===== config.mk =====
export PLATFORM = sky130hd
export DESIGN_NAME = pattern_game_ctrl
export DESIGN_NICKNAME = d
export VERILOG_FILES = /design/src/rtl/pattern_game_pkg.sv /design/src/rtl/edge_rise.sv /design/src/rtl/pattern_game_ctrl.sv
export SDC_FILE = /design/constraint.sdc
export NUM_CORES = 1
export LEC_CHECK = 0
export CAP_MARGIN = 40
export CORE_MARGIN = 5
export CORE_UTILIZATION = 25
export CTS_CLUSTER_DIAMETER = 150
export DETAILED_ROUTE_END_ITERATION = 8
export PLACE_DENSITY_LB_ADDON = 0.08
export SLEW_MARGIN = 10
export SYNTH_ARGS = -nofsm -noshare
export SYNTH_HDL_FRONTEND = slang
export SYNTH_SLANG_ARGS = --single-unit

===== constraint.sdc =====
create_clock -name clk -period 2.7 [get_ports clk]
set_clock_uncertainty 0.2 [all_clocks]
set_input_delay 0.54 -clock clk [delete_from_list [all_inputs] [get_ports clk]]
set_output_delay 0.54 -clock clk [all_outputs]
set_load 0.05 [all_outputs]

===== src/rtl/pattern_game_pkg.sv =====
// Shared state encodings, symbol type and LFSR helper for the pattern-game sequencer.
package pattern_game_pkg;

  typedef logic [3:0] state_t;

  localparam state_t ST_IDLE     = 4'd0;
  localparam state_t ST_APPEND   = 4'd1;
  localparam state_t ST_SHOW     = 4'd2;
  localparam state_t ST_GAP      = 4'd3;
  localparam state_t ST_WAIT_IN  = 4'd4;
  localparam state_t ST_PRESS    = 4'd5;
  localparam state_t ST_CHECK    = 4'd6;
  localparam state_t ST_ROUND_OK = 4'd7;
  localparam state_t ST_WIN      = 4'd8;
  localparam state_t ST_LOSE     = 4'd9;

  typedef logic [1:0] symbol_t;

  // Taps 8,6,5,4 (1-based) of the 8-bit Fibonacci LFSR.
  localparam logic [7:0] LFSR_TAPS = 8'hB8;

  function automatic logic [7:0] lfsr_step(input logic [7:0] s);
    return {s[6:0], ^(s & LFSR_TAPS)};
  endfunction

endpackage


===== src/rtl/edge_rise.sv =====
// Registers a synchronous level once more and flags its rising edge for one cycle.
module edge_rise (
  input  logic clk,
  input  logic rst_n,
  input  logic i_d,
  output logic o_rise
);

  logic r_cur;
  logic r_prev;

  always_ff @(posedge clk or negedge rst_n) begin
    if (!rst_n) begin
      r_cur  <= 1'b0;
      r_prev <= 1'b0;
    end else begin
      r_cur  <= i_d;
      r_prev <= r_cur;
    end
  end

  assign o_rise = r_cur & ~r_prev;

endmodule


===== src/rtl/pattern_game_ctrl.sv =====
// Pattern-game sequencer: grows a random 2-bit pattern, plays it back, checks player entries.
// Optional build macro INPUT_TIMEOUT_EN adds a WAIT_IN timeout (parameter TIMEOUT_CYCLES).
module pattern_game_ctrl
  import pattern_game_pkg::*;
#(
  parameter int unsigned MAX_LEN     = 8,
  parameter int unsigned SHOW_CYCLES = 4,
  parameter int unsigned GAP_CYCLES  = 2,
  parameter logic [7:0]  SEED        = 8'hA5
`ifdef INPUT_TIMEOUT_EN
  , parameter int unsigned TIMEOUT_CYCLES = 1000
`endif
) (
  input  logic       clk,
  input  logic       rst_n,
  input  logic       start,
  input  logic       btnIn,
  input  logic [1:0] myIn,
  input  logic       t,
  input  logic       f,
  output logic [1:0] data,
  output logic       buttonOn,
  output logic       showOn,
  output logic [3:0] level,
  output logic       busy,
  output logic       win,
  output logic       lose
);

  localparam int unsigned IW   = $clog2(MAX_LEN);
  localparam int unsigned LW   = IW + 1;
  localparam int unsigned CMAX = (SHOW_CYCLES > GAP_CYCLES) ? SHOW_CYCLES : GAP_CYCLES;
  localparam int unsigned CW   = $clog2(CMAX + 1);

  localparam logic [CW-1:0] SHOW_LAST = CW'(SHOW_CYCLES - 1);
  localparam logic [CW-1:0] GAP_LAST  = CW'(GAP_CYCLES - 1);
  localparam logic [LW-1:0] LEN_MAX   = LW'(MAX_LEN);

  state_t        r_state, w_state_d;
  logic [7:0]    r_lfsr;
  symbol_t       r_pat [MAX_LEN];
  logic [IW-1:0] r_idx, w_idx_d;
  logic [LW-1:0] r_level, w_level_d;
  logic [CW-1:0] r_cnt, w_cnt_d;
  logic          w_pat_we;
  logic          w_last;
  logic          w_start_rise;
  logic          w_btn_rise;
  symbol_t       w_cur_sym;

  // myIn is wired straight to the compare stage outside this block.
  logic w_unused_myin;
  assign w_unused_myin = ^myIn;

  edge_rise u_start_edge (
    .clk    (clk),
    .rst_n  (rst_n),
    .i_d    (start),
    .o_rise (w_start_rise)
  );

  edge_rise u_btn_edge (
    .clk    (clk),
    .rst_n  (rst_n),
    .i_d    (btnIn),
    .o_rise (w_btn_rise)
  );

  assign w_last    = ({1'b0, r_idx} == (r_level - LW'(1)));
  assign w_cur_sym = r_pat[r_idx];

`ifdef INPUT_TIMEOUT_EN
  localparam logic [15:0] TMO_LAST = 16'(TIMEOUT_CYCLES - 1);

  logic [15:0] r_tmo;

  always_ff @(posedge clk or negedge rst_n) begin
    if (!rst_n) begin
      r_tmo <= '0;
    end else if (r_state == ST_WAIT_IN && !w_btn_rise) begin
      r_tmo <= r_tmo + 16'd1;
    end else begin
      r_tmo <= '0;
    end
  end
`endif

  always_comb begin
    w_state_d = r_state;
    w_idx_d   = r_idx;
    w_level_d = r_level;
    w_cnt_d   = r_cnt;
    w_pat_we  = 1'b0;
    case (r_state)
      ST_IDLE, ST_WIN, ST_LOSE: begin
        if (w_start_rise) begin
          w_level_d = '0;
          w_state_d = ST_APPEND;
        end
      end
      ST_APPEND: begin
        w_pat_we  = 1'b1;
        w_level_d = r_level + LW'(1);
        w_idx_d   = '0;
        w_cnt_d   = '0;
        w_state_d = ST_SHOW;
      end
      ST_SHOW: begin
        if (r_cnt == SHOW_LAST) begin
          w_cnt_d   = '0;
          w_state_d = ST_GAP;
        end else begin
          w_cnt_d = r_cnt + CW'(1);
        end
      end
      ST_GAP: begin
        if (r_cnt == GAP_LAST) begin
          w_cnt_d = '0;
          if (w_last) begin
            w_idx_d   = '0;
            w_state_d = ST_WAIT_IN;
          end else begin
            w_idx_d   = r_idx + IW'(1);
            w_state_d = ST_SHOW;
          end
        end else begin
          w_cnt_d = r_cnt + CW'(1);
        end
      end
      ST_WAIT_IN: begin
`ifdef INPUT_TIMEOUT_EN
        if (w_btn_rise) begin
          w_state_d = ST_PRESS;
        end else if (r_tmo == TMO_LAST) begin
          w_state_d = ST_LOSE;
        end
`else
        if (w_btn_rise) begin
          w_state_d = ST_PRESS;
        end
`endif
      end
      ST_PRESS: w_state_d = ST_CHECK;
      ST_CHECK: begin
        // Anything but a clean match (including t==f) ends the game.
        if (t && !f) begin
          if (w_last) begin
            w_state_d = ST_ROUND_OK;
          end else begin
            w_idx_d   = r_idx + IW'(1);
            w_state_d = ST_WAIT_IN;
          end
        end else begin
          w_state_d = ST_LOSE;
        end
      end
      ST_ROUND_OK: w_state_d = (r_level == LEN_MAX) ? ST_WIN : ST_APPEND;
      default:     w_state_d = ST_IDLE;
    endcase
  end

  always_ff @(posedge clk or negedge rst_n) begin
    if (!rst_n) begin
      r_state <= ST_IDLE;
      r_lfsr  <= SEED;
      r_idx   <= '0;
      r_level <= '0;
      r_cnt   <= '0;
    end else begin
      r_state <= w_state_d;
      r_lfsr  <= lfsr_step(r_lfsr);
      r_idx   <= w_idx_d;
      r_level <= w_level_d;
      r_cnt   <= w_cnt_d;
    end
  end

  // Pattern storage is never reset; only entries below r_level are read.
  always_ff @(posedge clk) begin
    if (w_pat_we) begin
      r_pat[r_level[IW-1:0]] <= r_lfsr[1:0];
    end
  end

  always_comb begin
    data     = '0;
    showOn   = 1'b0;
    buttonOn = 1'b0;
    busy     = 1'b1;
    case (r_state)
      ST_SHOW: begin
        showOn = 1'b1;
        data   = w_cur_sym;
      end
      ST_WAIT_IN, ST_CHECK: data = w_cur_sym;
      ST_PRESS: begin
        data     = w_cur_sym;
        buttonOn = 1'b1;
      end
      ST_IDLE, ST_WIN, ST_LOSE: busy = 1'b0;
      default: ;
    endcase
  end

  assign win   = (r_state == ST_WIN);
  assign lose  = (r_state == ST_LOSE);
  assign level = 4'(r_level);

endmodule

==> results.yml <==
setup_path:
  crit_arrival_ns: 1.74
  worst_setup_path_end_kind: "output pin"
  critPathLaunch: "r_idx[0]$_DFFE_PN0P_"
  cp-start-kind: "flip-flop"
  path_class: "reg -> out"
  r2r_start: "level[0]$_DFFE_PN0P_"
  cp_max_fo: 8
  cp.required_ns: 1.96
placed_design:
  io_buffers: 16
  gp_congestion: 0.726
  hpwlAfterDp_mm: 3.14
route:
  drc_errors: 0
  wl_per_cell_um: 14.0
  drt_iter0_markers: 41
  antenna_left: 0
  drt_first_pass_iters: 4
  vias: 1363
  vias_per_cell: 4.45
  wl_mm: 4.29
pwr:
  p_leak_uw: 0.000978
  power_switching_uw: 1010
  ir_drop_uv: 249
  p_clk_share_pct: 19.3
  power.internal_uw: 1480
  p_total_uw: 2490
  p_comb_share_pct: 45.5
  pwr_density_cell_mw_per_mm2: 1010
  swShare_pct: 40.4
  seqPwrFrac_pct: 35.2
yosys:
  synthesis.area_mm2: 0.00204
  ys_ff_latch: 42
  synth.distinct_cells: 40
  synth_edf_count: 16
  syn_nets: 194
  ys.flop_type: "dfrtp_1"
  async_flop_share_pct: 61.9
  synth_top_area_share_pct: 26.9
  yosys_warnings: 0
  synth_top_cell_by_area: "dfrtp_1"
  yosys-top-cells-area: "dfrtp_1, edfxtp_1, dfstp_2"
  postSynthCellCount: 179
  syn_avg_cell_area_um2: 11.4
  yosysSeqAreaShare_pct: 55.6
status:
  outcome: "finished, final reports clean"
layout:
  layout_commonest_cell: "dfrtp_1"
  finish.utilization_pct: 30.4
  synthToLayoutAreaGrowth_pct: 20.3
  multi_input_area_um2: 846
  antennaDiodeCount: 0
  drive_gt1_share_pct: 16.4
  ff_latch_area_mm2: 0.00114
  nNetsFinal: 215
  fillerInstances: 859
  final_cell_mix: "dfrtp_1, nor2_1, nand2_1"
die:
  die_height_um: 100
  num_rows: 33
  die_w_um: 100
  core_mm2: 0.00809
  start_util_pct: 25.3
  dieArea_mm2: 0.0101
  io_pins: 19
clock_tree:
  cts.sinks: 42
  root_buffer: "clkbuf_8"
  clk_path_buf_depth: 2
  cts_tree: "built"
  h-tree-depth: 2
  cts_setup_buffers: 0
  path_clk_slew_ns: 0.08
  cts_buffers: 5
  clkLatencyLatePin_ns: 0.28
sta:
  setup_viol: 0
  rsz0062_at_grt: "false"
  fin_crit_sh_pct: 91.7
  fin_crit_ns: 2.48
  hold_violations: 0
  fin_setup_tns_ns: 0
  worst_pin_slew_ns: 0.512
  max_freq_mhz: 404
  relSlewSlack_pct: 65.6
  finalMaxSlewViolations: 0
global_routing:
  top_usage_layer: "met1"
  met2_usage_pct: 13.0
  grt_pass1_vias: 1323
  grt_use_total_pct: 9.20
  grt_max_degree: 27
  grt-ovfl-total: 0
  antenna_found_initial: 0
  gr-usage-met3_pct: 2.50
  grt_pass1_wl_mm: 7.07
  use_met1_pct: 13.5
worst_hold_path:
  min_path_type: "reg -> reg"
  holdCritStartpoint: "r_lfsr[6]$_DFF_PN0_"
job:
  cap_violations: 0
## power groups by stage
stage | clock [uW] | combinational (uW) | sequential, uW
6_report | 480 | 1130 | 876
4_1_cts | 499 | 1150 | 878
3_3_place_gp | 0 | 1140 | 888
3_5_place_dp | 0 | 1140 | 892
5_1_grt | 518 | 1250 | 902
2_1_floorplan | 0 | 814 | 890
## flip-flops by register name, summed over array words and instances (netlist names)
signal,cells
r_pat,16
r_lfsr,8
level,4
r_state,4
r_cnt,3
r_idx,3
u_btn_edge.r_cur,1
u_btn_edge.r_prev,1
u_start_edge.r_cur,1
u_start_edge.r_prev,1
## area by class of cell
type                       count  area share (%)
clock inverter                 1            1.22
tap                          105            5.34
clock buffer                   7            3.10
inverter                       9            1.37
multi-input combinational    121            34.4
timing repair buffer          21            8.34
sequential                    42            46.2
## metrics by stage
stage	setup WS (ns)	hold WS, ns	area [um^2]	instances
2_1_floorplan	0.0110	0.0444	2040	179
3_3_place_gp	0.382	0.140	2350	298
3_5_place_dp	0.355	0.138	2350	298
4_1_cts	0.0313	0.171	2460	306
5_1_grt	0.0922	0.174	2460	306
6_report	0.223	0.167	2460	306
## synth_stat cells, types with 2 or more instances
library cell  number
a21oi_1            6
a32o_1             2
buf_2              2
clkbuf_1           5
dfrtp_1           22
dfstp_2            4
edfxtp_1          16
ha_1               7
inv_1              9
mux2_2             2
mux2i_1            4
mux4_2             4
nand2_1           18
nand2b_1          10
nor2_1            20
nor2b_1            2
nor3_1             8
nor3b_1            2
o21a_1             3
o21ai_0            4
o21ai_1            3
o31ai_1            2
or3_1              2
xnor2_1            2
xor2_1             5
## metal layers
metal,up-vias,routed length (um)
li1,671,-
met4,0,45
met3,4,184
met2,29,1890
met5,-,0
met1,659,2180
## logic make-up (layout without fill, tap and decap cells)
| group | count (synthesis) | count (layout) | share of synthesized area [%] |
|---|---|---|---|
| DFF | 42 | 42 | 55.6 |
| and+or+nand+nor | 67 | 67 | 16.0 |
| buffers and inverters | 16 | 38 | 3.06 |
| adders and majority gates | 7 | 7 | 4.28 |
| xor gates and xnor gates | 7 | 7 | 3.00 |
| muxes | 10 | 10 | 7.47 |
| AOI/OAI and AO/OA | 30 | 30 | 10.6 |
## final timing paths
kind	end	slack (ns)	cells past startpoint
worst max-delay path	data[0]	0.22	4
worst min-delay path	r_lfsr[7]$_DFF_PN1_	0.17	0
worst max register to register	r_idx[0]$_DFFE_PN0P_	0.35	8
worst min register to register	r_lfsr[7]$_DFF_PN1_	0.17	0
max in group asynchronous	r_lfsr[7]$_DFF_PN1_	1.55	2
min in group asynchronous	r_cnt[2]$_DFFE_PN0P_	0.43	2
## worst max-delay path, cell delays in order, from the launching register on
cell	delay, ns
dfrtp_2	0.50
mux4_2	0.55
mux2i_1	0.15
nor2_1	0.06
buf_4	0.18
## timing repair
item | in CTS | in global routing
endpoints found under the setup margin | 0 | 2
gates resized for setup | 0 | 1
hold buffers | 0 | 0
hold endpoints to repair | 0 | 0
Power figures use the tool's default switching activity.
==> edit 1 (config.mk and constraints unchanged) <==
The parameter `GAP_CYCLES` goes from 2 to 4.
--- a/src/rtl/pattern_game_ctrl.sv
+++ b/src/rtl/pattern_game_ctrl.sv
@@ -6,5 +6,5 @@
   parameter int unsigned MAX_LEN     = 8,
   parameter int unsigned SHOW_CYCLES = 4,
-  parameter int unsigned GAP_CYCLES  = 2,
+  parameter int unsigned GAP_CYCLES  = 4,
   parameter logic [7:0]  SEED        = 8'hA5
 `ifdef INPUT_TIMEOUT_EN
Check against the original RTL: not equivalent (Yosys sat finds a counterexample within 10 cycles, from zero or initial values and one cycle with rst_n low).
==> edit 1 against the original RTL <==
  * Final cell count shrank 4.6%
  * Power shrank 5.8%
  * Sequential cell count is the same
  * Synthesized area shrank 0.49%
  * Wire length grew 3.1%
  * Global-route usage grew 0.33 points
  * Sequential share of layout area grew 1.2 points
  * Final area shrank 2.4%
  * Non-clock buffer count shrank 2
  * First-iteration DRC count grew 63%
  * Setup slack lost 0.044 ns
  * Sequential power grew 5.9%
  * Critical endpoint is now level[2]
  * Highest routed layer unchanged
==> edit 1: results (changes against the original RTL) <==
[worst_setup_path]
crit_end=level[2]
cpPeakStageDelay_ns=0.90  ; +0.35 ns
r2r-end=r_state[1]$_DFFE_PN0P_
r2r-start=level[1]$_DFFE_PN0P_
crit_fanout=10  ; +2
worstRegToRegCells=7  ; -1
critPathTopFamily=buffers and inverters
crit_slowest_cell=clkdlybuf4s50_1
cp_data_arrival_time_ns=1.78  ; +0.04 ns
rrSetupSlack_ns=0.44  ; +0.09 ns
cp-startpoint=level[2]$_DFFE_PN0P_

[synthesis]
synth_cells=168  ; -6.1%
synth_area_leaders=dfrtp_1 (27%), edfxtp_1 (24%), dfstp_2 (5.2%)
yosysUniqueCellTypes=49  ; +23%
yosysSeqAreaShare=0.558  ; +0.00273
synth_edf_count=16  ; unchanged
syn_nets=180  ; -7.2%

[final_layout]
fill_cells=834  ; -2.9%
final_nets=198  ; -7.9%
drive_gt1_frac=0.198  ; +0.0337

[power]
totalPowerFinal_mw=2.35  ; -5.8%
p_switching_uw=994  ; -1.1%
share_comb_of_total_power=0.424  ; -0.031
power.share.sequential=0.396  ; +0.044
peakVddDrop_uv=282  ; +14%

[global_routing]
first_global_vias=1393  ; +5.3%
grt_pass1_wl_um=7340  ; +3.8%
grt_use_total=0.0953  ; +0.00326
antenna_found_initial=0  ; unchanged

[outcome]
outcome=finished clean

[drt]
drt_wl_total_um=4420  ; +3.1%
vias_per_cell=4.61  ; +3.5%
avgRoutedWirePerCell_um=15.2  ; +8.0%
drt-initial-drc-count=67  ; +63%

[placement]
pre_cts_ws_ns=0.395  ; +0.0399 ns
place_inst=284  ; -4.7%
place_area_sq_um=2300  ; -2.1%
gp_congestion=0.768  ; +5.8%
dpl.hpwl_um=3200  ; +1.9%

[timing]
period_minus_slack_ns=2.52  ; +0.0445 ns
whs_ns=0.177  ; +0.00938 ns
slew_headroom=0.604  ; -0.0527

[clock_network]
cts_root_buf=clkbuf_8

## edit 1: cell type report
type,instances,area [sq um],share of cell area
sequential,42,1140,0.474
multi-input combinational,114,843,0.351
timing repair buffer,19,178,0.0740
tap,105,131,0.0547
clock buffer,6,82.6,0.0344
inverter,4,15.0,0.00626
clock inverter,2,12.5,0.00521
## edit 1: routing by layer
metal	global-route usage	share of wire	routed length (um)
met1	0.124	0.47	2100
met2	0.152	0.48	2140
met3	0.0278	0.030	131
met4	0.0311	0.012	55
met5	0	0	0
## edit 1: cell families (layout without fill, tap and decap cells)
| logic type | after synthesis | after routing | synth area share |
|---|---|---|---|
| muxes | 8 | 8 | 0.0664 |
| AOI/OAI and AO/OA | 33 | 33 | 0.119 |
| buffers and inverters | 12 | 31 | 0.0295 |
| and+or+nand+nor | 61 | 61 | 0.164 |
| DFF | 42 | 42 | 0.558 |
| xor gates and xnor gates | 8 | 8 | 0.0381 |
| adders and majority gates | 4 | 4 | 0.0246 |
==> edit 2 (same flow settings) <==
Made on the original files. Register the outputs `level`, `win` and `lose`, with the module's reset; this adds one clock of latency there. The other outputs are not delayed to match. Comments in the files are not updated.
--- a/src/rtl/pattern_game_ctrl.sv
+++ b/src/rtl/pattern_game_ctrl.sv
@@ -203,7 +203,15 @@
   end
 
-  assign win   = (r_state == ST_WIN);
-  assign lose  = (r_state == ST_LOSE);
-  assign level = 4'(r_level);
+  always_ff @(posedge clk or negedge rst_n) begin
+    if (!rst_n) begin
+      level <= '0;
+      win   <= '0;
+      lose  <= '0;
+    end else begin
+      level <= 4'(r_level);
+      win   <= (r_state == ST_WIN);
+      lose  <= (r_state == ST_LOSE);
+    end
+  end
 
 endmodule
Check against the original RTL: not equivalent (a bounded check fails within 4 cycles, from zero or initial values and one cycle with rst_n low).
==> edit 2 against the original RTL <==
  * Clock power fell by 7.7%
  * Critical endpoint unchanged
  * Largest cell class unchanged
  * Global-route usage rose by 0.45 points
  * Sequential share of layout area grew 2.6 points
  * Via count grew 6.4%
  * Critical path depth grew 2
  * Sequential power grew 8.2%
  * Final area increased by 7.3%
  * Non-clock buffer count up 4
  * Worst hold slack is essentially flat
  * Highest routed layer unchanged
  * Sequential cell count increased by 6
  * Wire length is 7.0% higher
  * Synthesized area increased by 6.9%
  * Setup slack worse by 0.052 ns
  * Power shrank 9.1%
==> edit 2: results (changes against the original RTL) <==
[power]
p_sw_frac=0.375  ; -0.0288
peakVddDrop_uv=183  ; -27%
p_seq_uw=948  ; +8.2%
clkPwrFrac=0.196  ; +0.003
internal_power_mw=1.41  ; -4.7%
static-leakage-power_nw=1.07  ; +9.6%

[final_layout]
diodes=0  ; unchanged
final_nets=229  ; +6.5%
fill_cells=893  ; +4.0%
drive_gt1_frac=0.167  ; +0.00326
fin_util=0.306  ; +0.00161

[clock_network]
clock_path_buffers=2  ; unchanged
h-tree-depth=2  ; unchanged
clk_pin_slew_ns=0.09
insertion_delay_ns=0.30  ; +0.02 ns
cts_root_buf=clkbuf_8

[global_routing]
use_met1=0.127  ; -0.00803
grt_use_total=0.0965  ; +0.00445
grt_max_degree=33  ; +22%
grt_pass1_wl_um=7850  ; +11%
globalRouteMet2Util=0.152  ; +0.0225
first_global_vias=1551  ; +17%
antenna_found_initial=0  ; unchanged
use_met3=0.0275  ; +0.00248

[synthesis]
synth_area_leaders=dfrtp_1 (32%), edfxtp_1 (22%), dfstp_2 (4.8%)
yosysUniqueCellTypes=42  ; +5.0%
syn_nets=203  ; +4.6%
ys.flop_type=dfrtp_1
synth_async_sr_flop_share=0.667  ; +0.0476
yosysSeqAreaShare=0.589  ; +0.0331
synth_cells=188  ; +5.0%
synthTopCellsByCount=dfrtp_1 (28), nand2_1 (23), nor2_1 (18), edfxtp_1 (16), inv_1 (11)

[drt]
vias=1450  ; +6.4%
avgRoutedWirePerCell_um=14.2  ; +1.4%
drt-initial-drc-count=45  ; +9.8%
drt_wl_total_um=4590  ; +7.0%

[timing]
whs_ns=0.167  ; -0.000350 ns
hold_viol=0  ; unchanged
slew_headroom=0.663  ; +0.00694
period_minus_slack_ns=2.53  ; +0.0524 ns

[placement]
place_inst=315  ; +5.7%
numPortBuffers=16  ; unchanged
dpl.hpwl_um=3420  ; +9.1%
place_area_sq_um=2540  ; +8.1%
gp_congestion=0.862  ; +19%

[worst_setup_path]
cp_data_arrival_time_ns=1.79  ; +0.05 ns
rrSetupSlack_ns=0.26  ; -0.09 ns

[hold_path]
hp-class=reg -> reg

[outcome]
outcome=finished clean

==> edit 2: routing by layer <==
layer	up-vias	wire, um
met5	-	0
met4	0	76
met3	6	155
met2	21	2190
met1	709	2170
li1	714	-
==> edit 2: worst max-delay path, stage by stage (launching register included) <==
cell and delay (ns):
dfrtp_1 0.48, inv_1 0.21, nand2_1 0.12, o21ai_0 0.10, nand2_1 0.13, a21oi_1 0.26, buf_12 0.18
==> edit 2: repair_timing <==
| item | CTS | global route |
|---|---|---|
| setup endpoints to repair | 0 | 2 |
| hold buffers | 0 | 0 |
| resized for setup | 0 | 1 |
==> edit 2: worst paths after layout <==
path | from | to | cells past startpoint
max | r_state[0]$_DFFE_PN0P_ | data[0] | 6
min in group asynchronous | rst_n | r_cnt[2]$_DFFE_PN0P_ | 2
min | r_lfsr[6]$_DFF_PN0_ | r_lfsr[7]$_DFF_PN1_ | 0
min reg2reg | r_lfsr[6]$_DFF_PN0_ | r_lfsr[7]$_DFF_PN1_ | 0
max in group asynchronous | rst_n | r_lfsr[5]$_DFF_PN1_ | 2
max reg2reg | r_level[0]$_DFFE_PN0P_ | r_idx[0]$_DFFE_PN0P_ | 8
==> edit 2: kinds of logic after synthesis <==
group                      Yosys count  synth area share
AOI/OAI and AO/OA                   36             0.115
xor gates and xnor gates             7            0.0281
adders and majority gates            7            0.0401
buffers and inverters               17            0.0321
DFF                                 48             0.589
muxes                                7            0.0556
and+or+nand+nor                     66             0.140
==> edit 2: layout make-up <==
cell class,instances,area share
inverter,11,0.0156
multi-input combinational,123,0.314
tap,108,0.0512
sequential,48,0.488
clock inverter,1,0.00284
clock buffer,7,0.0327
timing repair buffer,25,0.0958
